## src/rtl/lsu_pkg.sv

```systemverilog
// Shared types for the load/store unit: RV32I load/store funct3 codes, FSM states
// and the funct3 legality check.
package lsu_pkg;

  typedef enum logic [2:0] {
    F3_LB  = 3'b000,
    F3_LH  = 3'b001,
    F3_LW  = 3'b010,
    F3_LBU = 3'b100,
    F3_LHU = 3'b101
  } funct3_e;

  localparam funct3_e F3_SB = F3_LB;
  localparam funct3_e F3_SH = F3_LH;
  localparam funct3_e F3_SW = F3_LW;

  typedef enum logic [2:0] {
    S_IDLE   = 3'd0,
    S_ISSUE1 = 3'd1,
    S_WAIT1  = 3'd2,
    S_ISSUE2 = 3'd3,
    S_WAIT2  = 3'd4,
    S_RESP   = 3'd5
  } state_e;

  // Stores have no unsigned variants, so only the three sized codes are legal for them.
  function automatic logic f3_legal(input logic we, input logic [2:0] f3);
    case (funct3_e'(f3))
      F3_LB, F3_LH, F3_LW: return 1'b1;
      F3_LBU, F3_LHU:      return !we;
      default:             return 1'b0;
    endcase
  endfunction

endpackage

```

## src/rtl/lsu_align.sv

```systemverilog
// Byte-lane alignment for the LSU: per-beat byte enables and store data,
// split detection and load data assembly/extension.
module lsu_align
  import lsu_pkg::*;
(
  input  logic [2:0]  funct3,
  input  logic [1:0]  off,
  input  logic        beat2,
  input  logic [31:0] wdata,
  input  logic [31:0] beat0,
  input  logic [31:0] beat1,
  output logic        split,
  output logic [3:0]  be,
  output logic [31:0] bus_wdata,
  output logic [31:0] rdata
);

  logic [3:0]  mask;
  logic [5:0]  sh;
  logic [7:0]  be_wide;
  logic [63:0] wd_wide;
  logic [31:0] rd_word;

  always_comb begin
    sh = {1'b0, off, 3'b000};
    case (funct3[1:0])
      2'b00:   mask = 4'b0001;
      2'b01:   mask = 4'b0011;
      default: mask = 4'b1111;
    endcase
    split = ((funct3[1:0] == 2'b01) && (off == 2'b11)) ||
            ((funct3[1:0] == 2'b10) && (off != 2'b00));
    // The upper half of each widened shift is exactly what spills into the second word.
    be_wide   = {4'b0000, mask} << off;
    wd_wide   = {32'h0, wdata} << sh;
    be        = beat2 ? be_wide[7:4] : be_wide[3:0];
    bus_wdata = beat2 ? wd_wide[63:32] : wd_wide[31:0];
    rd_word   = 32'({beat1, beat0} >> sh);
    case (funct3_e'(funct3))
      F3_LB:   rdata = {{24{rd_word[7]}}, rd_word[7:0]};
      F3_LH:   rdata = {{16{rd_word[15]}}, rd_word[15:0]};
      F3_LW:   rdata = rd_word;
      F3_LBU:  rdata = {24'h0, rd_word[7:0]};
      F3_LHU:  rdata = {16'h0, rd_word[15:0]};
      default: rdata = '0;
    endcase
  end

endmodule

```

## src/rtl/lsu_master.sv

```systemverilog
// Load/store unit bus master: accepts one CPU access at a time and issues it as
// one or two word-aligned bus beats, returning extended load data.
module lsu_master
  import lsu_pkg::*;
#(
  parameter int ADDR_WIDTH = 32,
  parameter int DATA_WIDTH = 32
) (
  input  logic                  clk,
  input  logic                  rst_n,
  input  logic                  req_valid,
  output logic                  req_ready,
  input  logic                  req_we,
  input  logic [2:0]            req_funct3,
  input  logic [ADDR_WIDTH-1:0] req_addr,
  input  logic [DATA_WIDTH-1:0] req_wdata,
  output logic                  resp_valid,
  output logic [DATA_WIDTH-1:0] resp_rdata,
  output logic                  resp_err,
  output logic                  mem_req,
  input  logic                  mem_gnt,
  output logic                  mem_we,
  output logic [ADDR_WIDTH-1:0] mem_addr,
  output logic [3:0]            mem_be,
  output logic [31:0]           mem_wdata,
  input  logic                  mem_rvalid,
  input  logic [31:0]           mem_rdata
);

  state_e                state;
  logic                  we_q;
  logic [2:0]            f3_q;
  logic [ADDR_WIDTH-1:0] addr_q;
  logic [DATA_WIDTH-1:0] wdata_q;
  logic [31:0]           beat0_q;
  logic [31:0]           beat1_q;
  logic                  legal;
  logic                  split;
  logic                  second;
  logic [31:0]           ld_data;
  logic [ADDR_WIDTH-1:0] base;

  assign legal  = f3_legal(we_q, f3_q);
  assign second = (state == S_ISSUE2) || (state == S_WAIT2);
  assign base   = {addr_q[ADDR_WIDTH-1:2], 2'b00};

  lsu_align u_align (
    .funct3    (f3_q),
    .off       (addr_q[1:0]),
    .beat2     (second),
    .wdata     (wdata_q),
    .beat0     (beat0_q),
    .beat1     (beat1_q),
    .split     (split),
    .be        (mem_be),
    .bus_wdata (mem_wdata),
    .rdata     (ld_data)
  );

  assign req_ready  = (state == S_IDLE);
  assign mem_req    = (state == S_ISSUE1) || (state == S_ISSUE2);
  assign mem_we     = we_q;
  assign mem_addr   = second ? base + ADDR_WIDTH'(4) : base;
  assign resp_valid = (state == S_RESP);
  assign resp_err   = resp_valid && !legal;
  assign resp_rdata = (resp_valid && legal && !we_q) ? ld_data : '0;

  always_ff @(posedge clk or negedge rst_n) begin
    if (!rst_n) begin
      state   <= S_IDLE;
      we_q    <= 1'b0;
      f3_q    <= '0;
      addr_q  <= '0;
      wdata_q <= '0;
      beat0_q <= '0;
      beat1_q <= '0;
    end else begin
      case (state)
        S_IDLE: begin
          if (req_valid) begin
            we_q    <= req_we;
            f3_q    <= req_funct3;
            addr_q  <= req_addr;
            wdata_q <= req_wdata;
            beat0_q <= '0;
            beat1_q <= '0;
            state   <= f3_legal(req_we, req_funct3) ? S_ISSUE1 : S_RESP;
          end
        end
        S_ISSUE1: if (mem_gnt) state <= S_WAIT1;
        S_WAIT1: begin
          if (mem_rvalid) begin
            beat0_q <= mem_rdata;
            state   <= split ? S_ISSUE2 : S_RESP;
          end
        end
        S_ISSUE2: if (mem_gnt) state <= S_WAIT2;
        S_WAIT2: begin
          if (mem_rvalid) begin
            beat1_q <= mem_rdata;
            state   <= S_RESP;
          end
        end
        S_RESP:  state <= S_IDLE;
        default: state <= S_IDLE;
      endcase
    end
  end

endmodule

```

## config.mk

```make
export PLATFORM = sky130hd
export DESIGN_NAME = lsu_master
export DESIGN_NICKNAME = d
export VERILOG_FILES = /design/src/rtl/lsu_pkg.sv /design/src/rtl/lsu_align.sv /design/src/rtl/lsu_master.sv
export SDC_FILE = /design/constraint.sdc
export NUM_CORES = 1
export LEC_CHECK = 0
export CAP_MARGIN = 10
export CORE_MARGIN = 5
export CORE_UTILIZATION = 50
export CTS_CLUSTER_SIZE = 40
export DETAILED_ROUTE_END_ITERATION = 7
export PLACE_DENSITY = 0.82
export SYNTH_ARGS = -nofsm -noshare
export SYNTH_HDL_FRONTEND = slang
export SYNTH_SLANG_ARGS = --single-unit
```

## constraint.sdc

```tcl
create_clock -name clk -period 3 [get_ports clk]
set_input_delay 0.75 -clock clk [delete_from_list [all_inputs] [get_ports clk]]
set_output_delay 0.75 -clock clk [all_outputs]
set_load 0.05 [all_outputs]
```

* Word-level counts from Yosys, hierarchy flattened
Cells that the tools add are included. W data, S select, Z words.
Word-level totals: bits of input ports 105, flip-flop bits (word level) 135
Cells by class: add/sub/neg operators 1, eq/ne operators 21, shift-type cells 3, mux-type cells 22, reductions and logical operators 26
Operators by type and width (number):
- $mux W32 | 5
- $pmux W32 S5 | 1
- $pmux W32 S2 | 2
- $shl A32 B5 Y64 | 1
- $shr A64 B5 Y32 | 1
- $add A32 B3 Y32 const B | 1
- $mux W3 | 7
- $eq A3 B3 Y1 const B | 6
- $pmux W3 S5 | 1
- $eq A3 B2 Y1 const B | 4
- $ne A2 B2 Y1 const B | 5
- $eq A3 B1 Y1 const B | 3
- $logic_not A3 Y1 | 3
- $pmux W4 S2 | 1
- $shl A4 B2 Y8 | 1
- $reduce_and A3 Y1 | 2
- $reduce_bool A2 Y1 | 3
- $reduce_or A3 Y1 | 2
- $logic_and A1 B1 Y1 | 5
- $reduce_and A5 Y1 | 1
- $eq A2 B2 Y1 const B | 2
- $mux W4 | 1
- $pmux W1 S2 | 2
- $reduce_or A2 Y1 | 2
- 6 further kinds | 11

* Longest topological paths before layout
Gate-level depths: netlist (run 1).
depth in word-level cells 8, depth in mapped cells 9

* By module
From an unflattened synthesis (run 1), not the netlist that was laid out.
Unflattened totals: cell total of the unflattened synthesis 845, area, all modules 8269.2 sq um
Modules (own cells, without submodules):
- lsu_master | cells an instance 600, area each 6283.5 sq um, instances 1
- lsu_align | cells an instance 245, area each 1985.7 sq um, instances 1

* Least setup slack after synthesis (run 1)
Ideal clock, no wire load.
path kind register -> output, start point register state[1], end point output mem_wdata[31], slack -370 ps, cell stages (with the launch flop) 9, data required time 2250 ps, arrival time 2620 ps, path through dfrtp_1 buf_6 and3b_1 buf_2 or2_1 buf_2 buf_6 buf_2 a211oi_1
On the way: longest elaborated chain between the ends 3, elaborated cells between the ends (all ways) 4, those cells by class 2 x eq/ne; 1 x mux; 1 x reduce/logical
RTL lines:
- start, declared | line lsu_master.sv:30 | state_e state;
- start signal, assigned | line lsu_master.sv:87 | state <= f3_legal(req_we, req_funct3) ? S_ISSUE1 : S_RESP;
- start signal, assigned | line lsu_master.sv:94 | state <= split ? S_ISSUE2 : S_RESP;
- $eq A3 B2 Y1 / $eq A3 B3 Y1 (equally long branches) | line lsu_master.sv:44 | assign second = (state == S_ISSUE2) || (state == S_WAIT2);
- $logic_or A1 B1 Y1 * | line lsu_master.sv:44
- $mux W32 * | line lsu_align.sv:37 | bus_wdata = beat2 ? wd_wide[63:32] : wd_wide[31:0];
- end, declared | line lsu_master.sv:25 | output logic [31:0] mem_wdata,
Mark *: on every way between the ends. The rest lies on a longest branch, timed or not.

* Worst setup path in the final report (run 1)
start point register state[1], end point output mem_wdata[6]
The elaborated chain is that of the path after synthesis.

==> results of run 1 <==
## layer usage
layer  GRT usage, %  up-vias  part of all wire, %
met1           35.9     3779                   36
met3           5.65      173                  9.6
met5              0        -                    0
li1               -     3270                    -
met4           11.9        0                  6.9
met2           47.0      625                   48
## cell type report
cell class | instances | area, µm²
timing repair buffer | 272 | 3680
multi-input combinational | 582 | 4850
tap | 211 | 264
clock buffer | 23 | 488
clock inverter | 6 | 60.1
fill | 695 | 2680
inverter | 26 | 101
sequential | 127 | 3190
## power breakdown
group / switching, W / internal (W) / leakage (nW)
Combinational: 0.00631 / 0.00505 / 3.21
Sequential: 0.000999 / 0.00252 / 1.60
Clock: 0.000780 / 0.00121 / 0.267
## cell usage in the layout, fill, tap and decap left out, types with 18 or more instances in the layout
cell type,count
nand2_1,155
dfrtp_1,121
clkdlybuf4s50_1,105
buf_12,101
o21ai_0,79
mux2_2,68
buf_4,54
mux4_2,31
inv_1,25
mux2i_1,19
xor2_1,19
clkbuf_16,18
## through the flow
| step | setup TNS (ns) | cell area (µm²) | utilization, % | total power (W) |
|---|---|---|---|---|
| floorplan | -2.62 | 7880 | - | 0.00933 |
| global placement | 0 | 11000 | 71.8 | 0.0131 |
| detailed placement | 0 | 11000 | 71.8 | 0.0134 |
| global route | -4.67 | 12600 | 82.5 | 0.0174 |
| CTS | -0.901 | 11900 | 77.9 | 0.0159 |
| finish | -2.03 | 12600 | 82.5 | 0.0169 |
## kinds of logic (layout without fill, tap and decap cells)
kind of cell,count (synthesis),in the layout,share of synthesized area [%]
xor+xnor,28,28,3.13
other cells,1,2,0.0478
fa+ha+maj,1,1,0.160
compound gates,155,156,12.3
flops,127,127,40.5
simple gates,263,264,15.5
mux,131,131,22.8
buf+inv,93,327,5.49
## timing repair
| item | in CTS | in global routing |
|---|---|---|
| pin swaps | 15 | 20 |
| setup buffers | 9 | 29 |
| gates cloned | 4 | 1 |
| endpoints found under the setup margin | 77 | 81 |
| gates resized for setup | 43 | 87 |
| hold buffers | 0 | 0 |
## synthesized netlist by cell type, drive strengths merged, types with 4 or more instances
master	count	area, µm²
a211oi	8	60.1
a21o	8	60.1
a21oi	14	70.1
and4	4	35.0
buf	36	216
clkbuf	31	116
dfrtp	127	3180
inv	26	97.6
mux2	72	811
mux2i	28	280
mux4	31	698
nand2	155	582
nand2b	11	68.8
nand3	17	90.1
nand4	4	25.0
nor2	17	63.8
nor2b	10	62.6
nor3	27	135
o21a	9	67.6
o21ai	98	490
o31ai	10	125
xnor2	8	70.1
xor2	20	175
## flip-flops by register name (all words and copies together) (netlist names)
register / flops
addr_q: 32
beat0_q: 32
wdata_q: 32
beat1_q: 24
f3_q: 3
state: 3
mem_we: 1
## worst max-delay path by stage
stage	end	slack (ns)	cells past startpoint
after detailed placement	mem_addr[22]	0.21	6
final	mem_wdata[6]	-0.09	7
after global routing	mem_addr[15]	-0.20	7
after CTS	resp_rdata[24]	-0.06	6
after global placement	mem_addr[22]	0.30	6
after floorplan	mem_wdata[24]	-0.36	8
==> impl_results.md, run 1 <==
* Clk_lat worst skew at 0.42 ns
* Top FF cell, synth: dfrtp_1
* Post-route ant nets at 0
* Post-route minimum period at 3.09 ns
* Layout cells sized above 1 at 37.7%
* Max IR drop VDD at 1.16 mV
* Post-Route Skew at 0.0125 ns
* CP arrival at about 2.3 ns
* Die Area at 18300 µm²
* Synth cell types at 48
* Fin crit share at 103%
* Failing checks: setup timing
* Final slew viol count at 0
* Wire per inst at 24.6 µm
* # setup viols final at 43
* Leak pwr at between 5 and 6 nW
* Place WS at 0.207 ns
* Seq/Total Area, Yosys at roughly two fifths
* Placed cell count at 1175
* Outcome: finished, violations left
* Reg clk slew, reported paths at approximately 0.06 ns
* First-pass GRT wire length at 40.0 mm
* Yosys Warn Count at 0
* HP Class: primary input to asynchronous set/reset pin
* Synthesized area at between 7000 and 8000 µm²
* WS Path Type: register to output port
* Slowest CP cell: dfrtp_1
* CTS Buffer Depth at 2
* Drt first pass iters at 8
* Crit-path cells: nor3b_4 -> buf_6 -> or2_4 -> buf_12 -> mux2i_4 -> o21a_1 -> buf_12
* Highest clock rate at 323 MHz
* Worst Setup SP: state[1]$_DFFE_PN0P_
* Detailed Route Iter0 Violations at 923
* Post-Synthesis Cells at 799
* #FFs+latches synth at 127
* Reg2reg start: state[1]$_DFFE_PN0P_
* Critical Path Most Common Cell: buf_12
* Placeable Area at 15300 µm²
* Worst Setup Start Kind: register
* Max-cap violations at 0
* Post-DP HPWL at 17.6 mm
* Post-synth EDFFs at 0
* CP Capture Type: output port
* Slew @ Worst Pin at roughly 0.64 ns
* Slowest stage delay, CP at 0.45 ns
* CP Max Fanout at 8
* I/O pin cnt at between 200 and 250
* RSZ-0062 raised after global routing: yes
* Routability cong. at 0.925
* Final net count at 1132
* Reg2Reg Depth at 5
* Num rows at between 40 and 50
* Worst setup margin at -0.0915 ns
* Die W at 135 µm
* IO buf count at 207
* CTS root buf: clkbuf_16
* Largest net degree at the start of global routing at 70
* Reg-to-reg endpoint: beat0_q[11]$_DFFE_PN0P_
* Via/cell ratio at 6.29
* CP Buf/Inv Count at 3
* Final hold slack at 0.318 ns
* Global Route Usage Sum at ~28%
* Non-filler cells, final at around 1.2k
* Final hold vios at 0
* Clk sinks at 127
* Ant. Diodes at 0
* Total grt overflow at 0
* Syn Area/Cell at 9.81 µm²
* Delay-heaviest family, CP: buffers and inverters
* Max transition margin at 57.6%
* Die Y at 135 µm
* Flop-to-flop setup slack at 0.70 ns
* Antenna violations before repair at 0
* Critical Path RT at 2.25 ns
* DR DRC count at 0
* Initial Util at 51.2%
* Routed wire length at 30.6 mm
* Vias at slightly below 8k
* CTS Buf Count at 17
* CTS H-tree depth at 4
* CTS tree: built
* Cell Pwr Density at 1340 nW/µm²
* Synth-to-layout area growth at 61.1%
* Synth async-reset ratio at 100%
* Number of global-route vias before repair at 7026
Note: power is estimated with default switching activity, not from simulation.
==> run 2, diff against run 1 <==
--- a/config.mk
+++ b/config.mk
@@ -6,6 +6,7 @@
 export NUM_CORES = 1
 export LEC_CHECK = 0
 export CAP_MARGIN = 10
+export CORE_ASPECT_RATIO = 0.9
 export CORE_MARGIN = 5
 export CORE_UTILIZATION = 50
 export CTS_CLUSTER_SIZE = 40
==> run 2 against run 1 <==
Net effect:
- the run still ends with setup timing left
- sequential share of layout area is 0.43 points lower
- sequential power hardly changed
- flip-flop and latch count stayed put
- critical path depth stayed put
- critical path type unchanged
- largest power group unchanged
==> impl_results.md, run 2 (synthesis results as in run 1) <==
* Outcome: finished, violations left (unchanged)
* Failing checks: setup timing (unchanged)
* Vias at 8036 (was 7847)
* Die W at 142 µm (was 135 µm)
* Placed cell count at 1161 (was 1175)
* Max transition margin at 51.9% (was 57.6%)
* Max IR drop VDD at 1.20 mV (was 1.16 mV)
* IO buf count at 207 (unchanged)
* Total grt overflow at 0 (unchanged)
* Via/cell ratio at 6.55 (was 6.29)
* Non-filler cells, final at 1227 (was 1247)
* Critical Path Most Common Cell: buf_4 (was buf_12)
* CTS H-tree depth at 4 (unchanged)
* Clk sinks at 127 (unchanged)
* Slowest stage delay, CP at 0.45 ns (about the same)
* Final slew viol count at 0 (unchanged)
* RSZ-0062 raised after global routing: yes (unchanged)
* CTS tree: built (unchanged)
* Post-Route Skew at 0.00709 ns (was 0.0125 ns)
* Wire per inst at 26.9 µm (was 24.6 µm)
* Placed inst area at 11000 µm² (about the same)
* CTS Buf Count at 17 (unchanged)
* Utilization after layout at 83.6% (was 82.5%)
* Final net count at 1117 (was 1132)
* Overall power at 0.0175 W (was 0.0169 W)
* Clk_lat worst skew at 0.43 ns (was 0.42 ns)
* Largest regs: addr_q (32), beat0_q (32), wdata_q (32) (unchanged)
* CP arrival at 2.41 ns (was 2.34 ns)
* Highest clock rate at 316 MHz (was 323 MHz)
* Global Route Usage Sum at 28.7% (was 28.2%)
* Post-route minimum period at 3.16 ns (was 3.09 ns)
* CP Capture Type: output port (unchanged)
* Leak pwr at 5.09 nW (was 5.08 nW)
* Post-route ant nets at 0 (unchanged)
* DR DRC count at 0 (unchanged)
* Num rows at 43 (was 45)
* Critical Path RT at 2.25 ns (about the same)
* Placeable Area at 15400 µm² (was 15300 µm²)
* Final Cell Area at 12900 µm² (was 12600 µm²)
* CP Max Fanout at 5 (was 8)
* Fillcell total at 688 (was 695)
* Synth-to-layout area growth at 64.0% (was 61.1%)
* Slew @ Worst Pin at 0.721 ns (was 0.636 ns)
* Commonest cells after routing, fill and taps aside: 154 x nand2_1, 119 x dfrtp_1, 105 x clkdlybuf4s50_1 (was 155 x nand2_1, 121 x dfrtp_1, 105 x clkdlybuf4s50_1)
* Die Y at 129 µm (was 135 µm)
* Fin crit share at 105% (was 103%)
* Reg clk slew, reported paths at 0.06 ns (about the same)
* Number of global-route vias before repair at 7312 (was 7026)
* First-pass GRT wire length at 40.9 mm (was 40.0 mm)
* Hold-fix buffer count after cts at 0 (unchanged)
* Antenna violations before repair at 0 (unchanged)
* Crit-path cells: nor3b_4 -> buf_4 -> o211ai_1 -> buf_4 -> nor4_2 -> xor2_1 -> buf_12 (was nor3b_4 -> buf_6 -> or2_4 -> buf_12 -> mux2i_4 -> o21a_1 -> buf_12)
* Initial Util at 50.9% (was 51.2%)
* Largest net degree at the start of global routing at 77 (was 70)
* Slowest CP cell: dfrtp_2 (was dfrtp_1)
* Cell Pwr Density at 1360 nW/µm² (was 1340 nW/µm²)
* Post-DP HPWL at 17.3 mm (was 17.6 mm)
* Worst setup margin at -0.161 ns (was -0.0915 ns)
* CTS root buf: clkbuf_16 (unchanged)
* Layout cells sized above 1 at 39.4% (was 37.7%)
* HP Class: primary input to asynchronous set/reset pin (unchanged)
* Max-cap violations at 0 (unchanged)
* Die Area at 18300 µm² (about the same)
* I/O pin cnt at 210 (unchanged)
* Routability cong. at 0.821 (was 0.925)
* Detailed Route Iter0 Violations at 1140 (was 923)
* Final hold vios at 0 (unchanged)
* Reg2Reg Depth at 6 (was 5)
* Drt first pass iters at 6 (was 8)
* # setup viols final at 63 (was 43)
* WS Path Type: register to output port (unchanged)
* Worst Setup Start Kind: register (unchanged)
* Most common cell after layout, fill and taps aside: nand2_1 (unchanged)
* CTS Buffer Depth at 2 (unchanged)
* Routed wire length at 33.0 mm (was 30.6 mm)
* Place WS at 0.238 ns (was 0.207 ns)
run 2: power breakdown:
| group | internal [W] | switching, W |
|---|---|---|
| clock network | 0.00152 | 0.000831 |
| registers | 0.00252 | 0.00103 |
| logic | 0.00507 | 0.00656 |
| total | 0.00911 | 0.00842 |
run 2: cell type report:
type | count | area (µm²) | area share, %
antenna | 1 | 2.50 | 0.0195
clock buffer | 19 | 453 | 3.52
clock inverter | 13 | 211 | 1.64
inverter | 26 | 101 | 0.788
multi-input combinational | 583 | 5100 | 39.7
sequential | 127 | 3190 | 24.8
tap | 202 | 253 | 1.97
timing repair buffer | 256 | 3550 | 27.6
run 2: critical path: cells and delay by family, from the launching register on:
| family | cells | cell delay, ns |
|---|---|---|
| XOR/XNOR | 1 | 0.28 |
| AO/OA/AOI/OAI | 1 | 0.11 |
| flip-flops | 1 | 0.45 |
| buffers and inverters | 3 | 0.60 |
| AND/OR/NAND/NOR | 2 | 0.54 |
run 2: routing by layer:
| metal | vias up | GRT usage, % | wire length [µm] |
|---|---|---|---|
| li1 | 3249 | - | - |
| met1 | 3882 | 35.3 | 11700 |
| met2 | 696 | 47.3 | 15900 |
| met3 | 209 | 8.06 | 3090 |
| met4 | 0 | 12.8 | 2340 |
| met5 | - | 0 | 0 |
run 2: path summary, 6_finish.rpt:
check | from | endpoint | slack [ns]
min | rst_n | beat1_q[0]$_DFFE_PN0P_ | 0.32
max in group asynchronous | rst_n | addr_q[10]$_DFFE_PN0P_ | 1.83
max reg2reg | state[2]$_DFFE_PN0P_ | beat1_q[10]$_DFFE_PN0P_ | 0.52
min reg2reg | beat1_q[19]$_DFFE_PN0P_ | beat1_q[19]$_DFFE_PN0P_ | 0.49
max | state[1]$_DFFE_PN0P_ | mem_addr[20] | -0.16
min in group clk | beat1_q[19]$_DFFE_PN0P_ | beat1_q[19]$_DFFE_PN0P_ | 0.49
run 2: stage by stage:
stage               setup TNS [ns]  hold WS, ns
global placement                 0        0.459
global route                 -6.38        0.355
finish                       -3.11        0.317
floorplan                    -2.62        0.445
detailed placement               0        0.470
CTS                         -0.455        0.325
run 2: what timing repair did:
action,CTS,global route
endpoints found under the setup margin,61,85
pin swaps,5,31
gates cloned,2,6
buffers inserted,9,16
resized for setup,43,116
